--- config.mk ---
export PLATFORM = sky130hd
export DESIGN_NAME = s420_brm
export DESIGN_NICKNAME = d
export VERILOG_FILES = /design/src/rtl/s420_brm.sv
export SDC_FILE = /design/constraint.sdc
export NUM_CORES = 1
export LEC_CHECK = 0
export CAP_MARGIN = 20
export CORE_MARGIN = 2
export CORE_UTILIZATION = 60
export DETAILED_ROUTE_END_ITERATION = 6
export PLACE_DENSITY = 0.89
export SLEW_MARGIN = 20
export SYNTH_ARGS = -nofsm -noshare
export SYNTH_HDL_FRONTEND = slang
export SYNTH_SLANG_ARGS = --single-unit
--- constraint.sdc ---
create_clock -name CK -period 11.5 [get_ports CK]
set_input_delay 3.45 -clock CK [delete_from_list [all_inputs] [get_ports CK]]
set_output_delay 3.45 -clock CK [all_outputs]
set_load 0.01 [all_outputs]
--- src/rtl/s420_brm.sv ---
// Multi-channel binary rate multiplier: one shared up-counter, per-channel rate
// words loaded via valid/ready and committed only at period boundaries.
module s420_brm #(
    parameter int WIDTH    = 16,
    parameter int CHANNELS = 4,
    localparam int CHW     = (CHANNELS > 1) ? $clog2(CHANNELS) : 1
) (
    input  logic                CK,
    input  logic                reset,
    input  logic                clear,
    input  logic                X,
    input  logic                rate_valid,
    output logic                rate_ready,
    input  logic [CHW-1:0]      rate_ch,
    input  logic [WIDTH-1:0]    rate_data,
    output logic [CHANNELS-1:0] Z,
    output logic                W,
    output logic [WIDTH-1:0]    Y
);

    logic [WIDTH-1:0]    r_y;
    logic [CHANNELS-1:0] r_z;
    logic                r_w;
    logic                r_pending;
    logic [WIDTH-1:0]    r_shadow_data;
    logic [CHW-1:0]      r_shadow_ch;
    logic [WIDTH-1:0]    r_rate [CHANNELS];

    logic                w_adv;
    logic                w_wrap;
    logic                w_xfer;
    logic                w_commit;
    logic [WIDTH-1:0]    w_y_inc;
    logic [WIDTH-1:0]    w_rise;
    logic [CHANNELS-1:0] w_pulse;

    // Handshake: a word transfers on any rising edge where rate_valid and
    // rate_ready are both high; the producer holds valid and data until then.
    // Only one word can wait in the shadow register, so ready = ~pending.
    assign rate_ready = ~r_pending;
    assign w_xfer     = rate_valid & ~r_pending;

    assign w_adv    = X & ~clear;
    assign w_wrap   = w_adv & (&r_y);
    assign w_commit = r_pending & (w_wrap | clear);
    assign w_y_inc  = r_y + WIDTH'(1);

    // One-hot of the bit that goes 0->1 on this increment; zero when Y is all ones.
    assign w_rise = ~r_y & w_y_inc;

    always_comb begin
        w_pulse = '0;
        for (int c = 0; c < CHANNELS; c++) begin
            for (int b = 0; b < WIDTH; b++) begin
                w_pulse[c] = w_pulse[c] | (w_rise[b] & r_rate[c][WIDTH-1-b]);
            end
        end
    end

    always_ff @(posedge CK or posedge reset) begin
        if (reset) begin
            r_y           <= '0;
            r_z           <= '0;
            r_w           <= 1'b0;
            r_pending     <= 1'b0;
            r_shadow_data <= '0;
            r_shadow_ch   <= '0;
            for (int c = 0; c < CHANNELS; c++) begin
                r_rate[c] <= '0;
            end
        end else begin
            if (clear) begin
                r_y <= '0;
            end else if (X) begin
                r_y <= w_y_inc;
            end
            r_z <= w_adv ? w_pulse : '0;
            r_w <= w_wrap;
            if (w_xfer) begin
                r_shadow_data <= rate_data;
                r_shadow_ch   <= rate_ch;
                r_pending     <= 1'b1;
            end else if (w_commit) begin
                // An out-of-range channel matches nothing, so the word is dropped.
                for (int c = 0; c < CHANNELS; c++) begin
                    if (r_shadow_ch == CHW'(c)) begin
                        r_rate[c] <= r_shadow_data;
                    end
                end
                r_pending <= 1'b0;
            end
        end
    end

    assign Z = r_z;
    assign W = r_w;
    assign Y = r_y;

endmodule
==> flow_summary.ini, run 1 <==
[cells_and_area]
layout-drive-gt1-share_pct = 6.548
final_net_count = 538
layout.cells.non_filler = 609
final_util_pct = 69.79
fillCellCount = 561
area_growth_pct = 14.14
antenna-diode-count = 0

[worst_setup_path]
crit_required_ps = 8050
critical_path_capture_point_type = output port
path_max_fanout = 18
critPathSlowestCell = clkdlybuf4s50_1
cp-start-kind = register
cp_cell_sequence = clkinv_1, clkdlybuf4s50_1
worst_path_largest_cell_delay_ps = 650
criticalPathCategory = reg -> out
cp_data_arrival_time_ps = 2200

[route]
ant_nets = 0
drcViolationCount = 0
drt_iter0_markers = 450
finalWirelength_um = 13690
routedWlPerCell_um = 22.48
detail_route.vias_per_cell = 6.993
firstDrtPassIters = 5
routed-via-count = 4259

[sta]
worst-slew-pin-transition_ps = 919.5
hold_viol = 0
max_slew_margin_pct = 38.24
post-route-period-util_pct = 49.14
fmax_mhz = 176.9
rsz_0062_raised_after_global_routing = no
time_the_worst_path_needs_with_i_o_delays_and_setup_ps = 5651
skew_ps = 12.76
setup_violations = 0
worst_slack_ps = 5849
finalSetupTns_ps = 0
maxSlewViolCount = 0

[place]
post-place-ws_ps = 5661
detailedPlacementHpwl_um = 8726
placedCellCount = 593
port-buffer-count = 44
gp_congestion = 0.9110

[die]
core_mm2 = 0.008134
die_area_mm2 = 0.009034
height_of_the_die_um = 95.05
die_width_um = 95.05
num_rows = 33
initial_core_util_pct = 61.14
ios = 45

[clock_network]
cts-buffers-inserted = 9
tritoncts_num_sinks = 104
clk_pin_slew_ps = 110
clock-root-buffer = clkbuf_8
bufs_on_longest_clock_path = 2
cts.htree.levels = 3
postCtsSetupRepairBufs = 0
tritoncts_clock_tree = yes
clkLatencyLatePin_ps = 380
hold_fix_buffers_cts = 0
cts_resized = 0

[global_routing]
grt_pass1_wl_um = 21340
globalRouteOverflowTotal = 0
grt_start_max_net_pins = 68
initial_antenna_violation_count = 0
track_usage_pct = 32.22
first_global_vias = 4014

[logic_synthesis]
ys_ff_latch = 104
synth_top_area_cell = dfrtp_1
number_of_flops_mapped_to_enable_cells_by_yosys = 0
syn_inst = 476
synth_fp_nets = 515
mappedNetlistArea_mm2 = 0.004974
area_share_of_the_largest_cell_type_after_synthesis_pct = 52.33
async_flop_share_pct = 100.0
synthTopCellsByArea = dfrtp_1, o32ai_1, nand2_1
ys.warnings.count = 0
synth_area_per_cell_um2 = 10.45
synth_flop_cell = dfrtp_1
synth.top_cells.by_count = dfrtp_1, nand2_1, o32ai_1, inv_1, clkbuf_1
synth_most_common_cell = dfrtp_1
yosys.cell_types.count = 38
seq_area_frac_synth_pct = 52.33

[power_and_ir_drop]
power_switching_uw = 361.2
report.power.total_mw = 1.103
comb_power_share_pct = 23.2
power_density_mw_per_mm2 = 194.3
peak_ir_drop_on_the_vdd_network_mv = 0.1214
power_leakage_nw = 2.362
swShare_pct = 32.74
seqPwrFrac_pct = 51.6
internal_power_uw = 742.0
clkPwrFrac_pct = 25.1

[hold_path]
worstHoldPathType = reg -> reg

[outcome]
status = finished, final reports clean

[flow_run]
drv.max_cap_violation_count = 0
## layout by cell type, fill, tap and decap left out, drive strengths merged, types with 2 or more instances in the layout
master         count
dfrtp            104
nand2             59
o32ai             48
clkdlybuf4s50     44
inv               41
nor2              23
o21ai             20
nand2b            17
o211ai            16
o41ai             16
ha                16
a211oi            15
a221oi            12
clkbuf             9
a22o               8
a22oi              8
and3               6
nor3               6
nand3              4
a31oi              4
buf                4
nor4               3
bufinv             3
nand3b             3
nand4b             2
mux2               2
or4                2
## layout make-up
cell class | instances | area, µm² | share of cell area, %
clock inverters | 7 | 123.9 | 2.182
inverters | 39 | 148.9 | 2.623
well taps | 105 | 131.4 | 2.314
repair buffers | 48 | 470.5 | 8.287
flip-flops and latches | 104 | 2603 | 45.85
clock buffers | 9 | 123.9 | 2.182
multi-input cells | 297 | 2076 | 36.57
## flip-flops by register name (all words and copies together), names as in the netlist
register,cells
W,1
Y,16
Z,4
r_pending,1
r_rate,64
r_shadow_ch,2
r_shadow_data,16
## kinds of logic after synthesis
| logic type | count (synthesis) | share of synthesized area, % |
|---|---|---|
| adder cells (fa/ha/maj) | 16 | 4.025 |
| AND/OR/NAND/NOR | 129 | 13.26 |
| buffers and inverters | 75 | 6.314 |
| AO/OA/AOI/OAI | 149 | 23.45 |
| XOR/XNOR | 1 | 0.1761 |
| multiplexers | 2 | 0.4528 |
| flip-flops | 104 | 52.33 |
## per-layer routing
layer	GRT usage, %	share of wire, %
met1	44.24	38
met2	46.45	45
met3	7.194	10
met4	20.77	6.0
met5	0	0
## power groups by stage
| stage | logic (mW) | clock network, mW | registers [mW] |
|---|---|---|---|
| after global routing | 0.281 | 0.295 | 0.579 |
| after global placement | 0.231 | 0 | 0.563 |
| after detailed placement | 0.247 | 0 | 0.570 |
| after CTS | 0.252 | 0.279 | 0.564 |
| final | 0.256 | 0.277 | 0.569 |
| after floorplan | 0.179 | 0 | 0.548 |
## per-stage QoR
step                      area, µm²  hold WS, ps
after floorplan                4974        486.9
after global placement         5424        502.1
after detailed placement       5424        510.3
after CTS                      5672        534.6
after global routing           5677        542.3
final                          5677        539.1
## path summary, 6_finish.rpt
check,slack [ps],cells after the start,from,to
worst min register to register,540,2,r_rate[24]$_DFFE_PP0P_,r_rate[24]$_DFFE_PP0P_
max in group asynchronous,6850,3,reset,W$_DFF_PP0_
worst min-delay path,540,2,r_rate[24]$_DFFE_PP0P_,r_rate[24]$_DFFE_PP0P_
worst max register to register,8500,5,Y[0]$_DFFE_PP0P_,r_rate[32]$_DFFE_PP0P_
worst max-delay path,5850,2,r_pending$_DFFE_PP0P_,rate_ready
min in group asynchronous,3450,2,reset,r_rate[17]$_DFFE_PP0P_
## critical path: cells and delay by family (launching register included)
family	cells	cell delay (ps)
buf+inv	2	1220
flops	1	610
(Power assumes the default switching activity.)
==> inputs of run 2 (changes only) <==
--- a/config.mk
+++ b/config.mk
@@ -7,9 +7,9 @@
 export LEC_CHECK = 0
 export CAP_MARGIN = 20
 export CORE_MARGIN = 2
-export CORE_UTILIZATION = 60
+export CORE_UTILIZATION = 57
 export DETAILED_ROUTE_END_ITERATION = 6
-export PLACE_DENSITY = 0.89
+export PLACE_DENSITY = 0.85
 export SLEW_MARGIN = 20
 export SYNTH_ARGS = -nofsm -noshare
 export SYNTH_HDL_FRONTEND = slang
==> constraint.sdc (replaced) <==
create_clock -name CK -period 5.2 [get_ports CK]
set_input_delay 1.56 -clock CK [delete_from_list [all_inputs] [get_ports CK]]
set_output_delay 1.56 -clock CK [all_outputs]
set_load 0.01 [all_outputs]
==> flow_summary.ini, run 2 (same netlist as run 1, synthesis figures left out) <==
[clock_network]
cts-buffers-inserted = 9
tritoncts_clock_tree = yes
clkLatencyLatePin_ps = 380
postCtsSetupRepairBufs = 0
bufs_on_longest_clock_path = 2
clk_pin_slew_ps = 90
hold_fix_buffers_cts = 0
cts.htree.levels = 3
tritoncts_num_sinks = 104
cts_resized = 0
clock-root-buffer = clkbuf_8

[route]
drt_iter0_markers = 605
detail_route.vias_per_cell = 6.765
drcViolationCount = 0
finalWirelength_um = 13270
firstDrtPassIters = 7
ant_nets = 0
routed-via-count = 4147
routedWlPerCell_um = 21.64

[sta]
time_the_worst_path_needs_with_i_o_delays_and_setup_ps = 3755
post-route-period-util_pct = 72.22
max_slew_margin_pct = 35.07
worst-slew-pin-transition_ps = 966.7
fmax_mhz = 266.3
hold_viol = 0
setup_violations = 0
skew_ps = 11.77
rsz_0062_raised_after_global_routing = no
finalSetupTns_ps = 0
maxSlewViolCount = 0

[power_and_ir_drop]
power_leakage_nw = 2.347
power_density_mw_per_mm2 = 415.3
peak_ir_drop_on_the_vdd_network_mv = 0.2286

[cells_and_area]
area_growth_pct = 13.36
layout.cells.non_filler = 613
final_cell_mix = dfrtp_1, nand2_1, o32ai_1
register_ranked_first_by_flip_flop_count = r_rate
antenna-diode-count = 0
final_net_count = 539
most_common_cell_after_layout_fill_and_taps_aside = dfrtp_1
largest_register_ff_count = 64
layout-drive-gt1-share_pct = 6.337
fillCellCount = 669

[worst_setup_path]
criticalPathCategory = reg -> out
critPathSlowestCell = clkdlybuf4s50_1
timing.critical_path.buf_inv = 2
worst_path_largest_cell_delay_ps = 650
cp_data_arrival_time_ps = 2200
worstRegToRegCells = 5
reg_to_reg_setup_timing_slack_ps = 2180
cp-start-kind = register
path_max_fanout = 18
crit_cells = 2
crit_required_ps = 3640
cp_cell_sequence = clkinv_1, clkdlybuf4s50_1
regToRegStartpoint = Y[0]$_DFFE_PP0P_
reg2reg_to = r_rate[37]$_DFFE_PP0P_
cpLargestDelayFamily = buffers and inverters
critical_path_capture_point_type = output port

[die]
initial_core_util_pct = 57.88
die_area_mm2 = 0.009489
height_of_the_die_um = 97.41
core_mm2 = 0.008593
die_width_um = 97.41
num_rows = 34
ios = 45

[global_routing]
grt_start_max_net_pins = 66
grt_pass1_wl_um = 21420
track_usage_pct = 29.17
first_global_vias = 4001
globalRouteOverflowTotal = 0
initial_antenna_violation_count = 0

[flow_run]
drv.max_cap_violation_count = 0

[place]
placedCellCount = 597
port-buffer-count = 44
detailedPlacementHpwl_um = 8723
gp_congestion = 0.9553

[hold_path]
hold-path-endpoint = r_rate[31]$_DFFE_PP0P_
hold_path_startpoint = r_rate[31]$_DFFE_PP0P_
holdPathStages = 2
worstHoldPathType = reg -> reg

[outcome]
status = finished, final reports clean
==> run 2: cell types whose count changed in the layout (fill, tap and decap cells not counted), sizes merged <==
| cell | previous run | this run |
|---|---|---|
| clkinvlp | 1 | 0 |
| buf | 4 | 5 |
| bufinv | 3 | 1 |
| inv | 41 | 39 |
| clkinv | 1 | 3 |
| clkbuf | 9 | 12 |
==> run 2: area by class of cell <==
type | count | area (µm²) | share of cell area, %
clock inverter | 4 | 52.55 | 0.9321
timing repair buffer | 49 | 478.0 | 8.478
sequential | 104 | 2603 | 46.16
multi-input combinational | 297 | 2076 | 36.82
tap | 108 | 135.1 | 2.397
inverter | 39 | 148.9 | 2.641
clock buffer | 12 | 145.1 | 2.574
==> run 2: worst max-delay path by stage <==
stage               slack (ps)             startpoint                endpoint
global route              1400  r_pending$_DFFE_PP0P_              rate_ready
global placement          1340                      X  r_rate[13]$_DFFE_PP0P_
finish                    1440  r_pending$_DFFE_PP0P_              rate_ready
CTS                       1540  r_pending$_DFFE_PP0P_              rate_ready
detailed placement        1260                      X  r_rate[11]$_DFFE_PP0P_
floorplan                  910                  reset             W$_DFF_PP0_
==> run 2: routing by layer <==
| layer | track usage, % | vias up | wire length, µm |
|---|---|---|---|
| li1 | - | 1827 | - |
| met2 | 43.66 | 268 | 6086 |
| met4 | 14.64 | 0 | 596 |
| met1 | 41.38 | 1998 | 5342 |
| met5 | 0 | - | 0 |
| met3 | 5.180 | 54 | 1244 |
==> run 2: power by group <==
| group | switching [mW] | leakage [nW] | internal (mW) |
|---|---|---|---|
| Sequential | 0.174 | 1.33 | 1.09 |
| Combinational | 0.333 | 0.917 | 0.232 |
| Clock | 0.279 | 0.101 | 0.238 |
| Total | 0.786 | 2.35 | 1.56 |
==> run 2: stage by stage <==
step | worst slack (ps) | power (mW) | util [%] | hold slack (ps) | instance area (µm²)
5_1_grt | 1398 | 2.450 | 65.61 | 550.4 | 5638
4_1_cts | 1537 | 2.318 | 65.55 | 535.1 | 5633
6_report | 1445 | 2.341 | 65.61 | 536.7 | 5638
3_3_place_gp | 1340 | 1.766 | 63.25 | 502.5 | 5435
2_1_floorplan | 907.8 | 1.608 | - | 486.9 | 4974
3_5_place_dp | 1255 | 1.809 | 63.25 | 516.6 | 5435
==> run 2: tightest hold or removal path, stage by stage (launching register included) <==
cell and delay, ps:
dfrtp_1 390, nand2_1 60, o32ai_1 60
==> inputs of run 3 (changes only) <==
==> constraint.sdc (replaced) <==
create_clock -name CK -period 3.5 [get_ports CK]
set_input_delay 1.05 -clock CK [delete_from_list [all_inputs] [get_ports CK]]
set_output_delay 1.05 -clock CK [all_outputs]
set_load 0.01 [all_outputs]
==> flow_summary.ini, run 3 (same netlist as run 1, synthesis figures left out) <==
[power_and_ir_drop]
swShare_pct = 31.67
comb_power_share_pct = 23.1
internal_power_mw = 2.514
peak_ir_drop_on_the_vdd_network_mv = 0.3794
power_switching_mw = 1.166
power_leakage_nw = 2.409
power_density_mw_per_mm2 = 637.3
report.power.total_mw = 3.680
clkPwrFrac_pct = 26.0
seqPwrFrac_pct = 50.9

[place]
detailedPlacementHpwl_um = 8803
port-buffer-count = 44
placed_area_mm2 = 0.005514
gp_congestion = 0.8878
placedCellCount = 604

[die]
core_mm2 = 0.008593
die_width_um = 97.41
height_of_the_die_um = 97.41
ios = 45
num_rows = 34
die_area_mm2 = 0.009489
initial_core_util_pct = 57.88

[cells_and_area]
fillCellCount = 653
register_ranked_first_by_flip_flop_count = r_rate
final_cell_mix = dfrtp_1, nand2_1, o32ai_1
antenna-diode-count = 0
layout.cells.non_filler = 620
final_net_count = 546
most_common_cell_after_layout_fill_and_taps_aside = dfrtp_1
layout-drive-gt1-share_pct = 7.617
area_growth_pct = 16.10
largest_register_ff_count = 64
design_area_mm2 = 0.005774

[global_routing]
globalRouteOverflowTotal = 0
first_global_vias = 4076
initial_antenna_violation_count = 0
track_usage_pct = 29.38
grt_pass1_wl_um = 21870
grt_start_max_net_pins = 66

[sta]
maxSlewViolCount = 0
hold_viol = 0
post-route-period-util_pct = 84.53
setup_violations = 0
fin_worst_hold_slack_ps = 536.8
fmax_mhz = 338.0
max_slew_margin_pct = 44.76
time_the_worst_path_needs_with_i_o_delays_and_setup_ps = 2958
worst-slew-pin-transition_ps = 826.2
finalSetupTns_ps = 0
rsz_0062_raised_after_global_routing = no
skew_ps = 11.42

[worst_setup_path]
cp_data_arrival_time_ps = 3180
cp-start-kind = input pin
critical_path_capture_point_type = register
path_max_fanout = 16
crit_required_ps = 3720
criticalPathCategory = in -> reg

[clock_network]
cts.htree.levels = 3
bufs_on_longest_clock_path = 2
tritoncts_num_sinks = 104
hold_fix_buffers_cts = 0
clk_pin_slew_ps = 90
cts_resized = 0
tritoncts_clock_tree = yes
clkLatencyLatePin_ps = 370
cts-buffers-inserted = 9
clock-root-buffer = clkbuf_8
postCtsSetupRepairBufs = 0

[flow_run]
drv.max_cap_violation_count = 0

[route]
drt_iter0_markers = 511
routedWlPerCell_um = 21.79
finalWirelength_um = 13510
detail_route.vias_per_cell = 6.805
ant_nets = 0
firstDrtPassIters = 5
drcViolationCount = 0
routed-via-count = 4219

[hold_path]
worstHoldPathType = reg -> reg

[outcome]
status = finished, final reports clean
-- run 3: worst max-delay path, stage by stage --
cell	delay, ps
clkdlybuf4s50_1	530
nand3b_2	210
or4_1	830
o211ai_1	380
o41ai_1	170
-- run 3: power groups by stage --
| stage | combinational (mW) | clock (mW) | sequential [mW] |
|---|---|---|---|
| after detailed placement | 0.827 | 0 | 1.87 |
| after CTS | 0.837 | 0.958 | 1.86 |
| after global routing | 0.948 | 1.01 | 1.90 |
| final | 0.850 | 0.957 | 1.87 |
| after global placement | 0.774 | 0 | 1.85 |
| after floorplan | 0.588 | 0 | 1.80 |
-- run 3: routing by layer --
metal	track usage (%)	routed length, µm	vias to the layer above
met4	14.85	663	0
met5	0	0	-
met1	40.20	5221	2020
met3	6.978	1390	71
met2	44.14	6233	282
li1	-	-	1846
-- run 3: path summary, 6_finish.rpt --
check                           slack [ps]  cells after the start                    from                      to
worst max-delay path                   540                      5                       X  r_rate[13]$_DFFE_PP0P_
worst min register to register         540                      2  r_rate[47]$_DFFE_PP0P_  r_rate[47]$_DFFE_PP0P_
max in group asynchronous             1640                      3                   reset  r_rate[14]$_DFFE_PP0P_
worst max register to register         580                      8        Y[0]$_DFFE_PP0P_          Z[3]$_DFF_PP0_
worst min-delay path                   540                      2  r_rate[47]$_DFFE_PP0P_  r_rate[47]$_DFFE_PP0P_
min in group asynchronous             1110                      2                   reset  r_rate[38]$_DFFE_PP0P_
-- run 3: final cells by class --
class	instances	area, µm²	share of cell area [%]
Inverter	39	150.1	2.600
Sequential cell	104	2603	45.07
Clock buffer	11	131.4	2.275
Clock inverter	5	128.9	2.232
Tap cell	108	135.1	2.340
Multi-Input combinational cell	297	2071	35.86
Timing Repair Buffer	56	555.5	9.621
-- run 3: through the flow --
| stage | setup WS [ps] | util [%] |
|---|---|---|
| after floorplan | 826.1 | - |
| after global placement | 436.3 | 64.17 |
| after detailed placement | 321.5 | 64.17 |
| after CTS | 564.8 | 67.20 |
| after global routing | 479.6 | 67.20 |
| final | 541.6 | 67.20 |
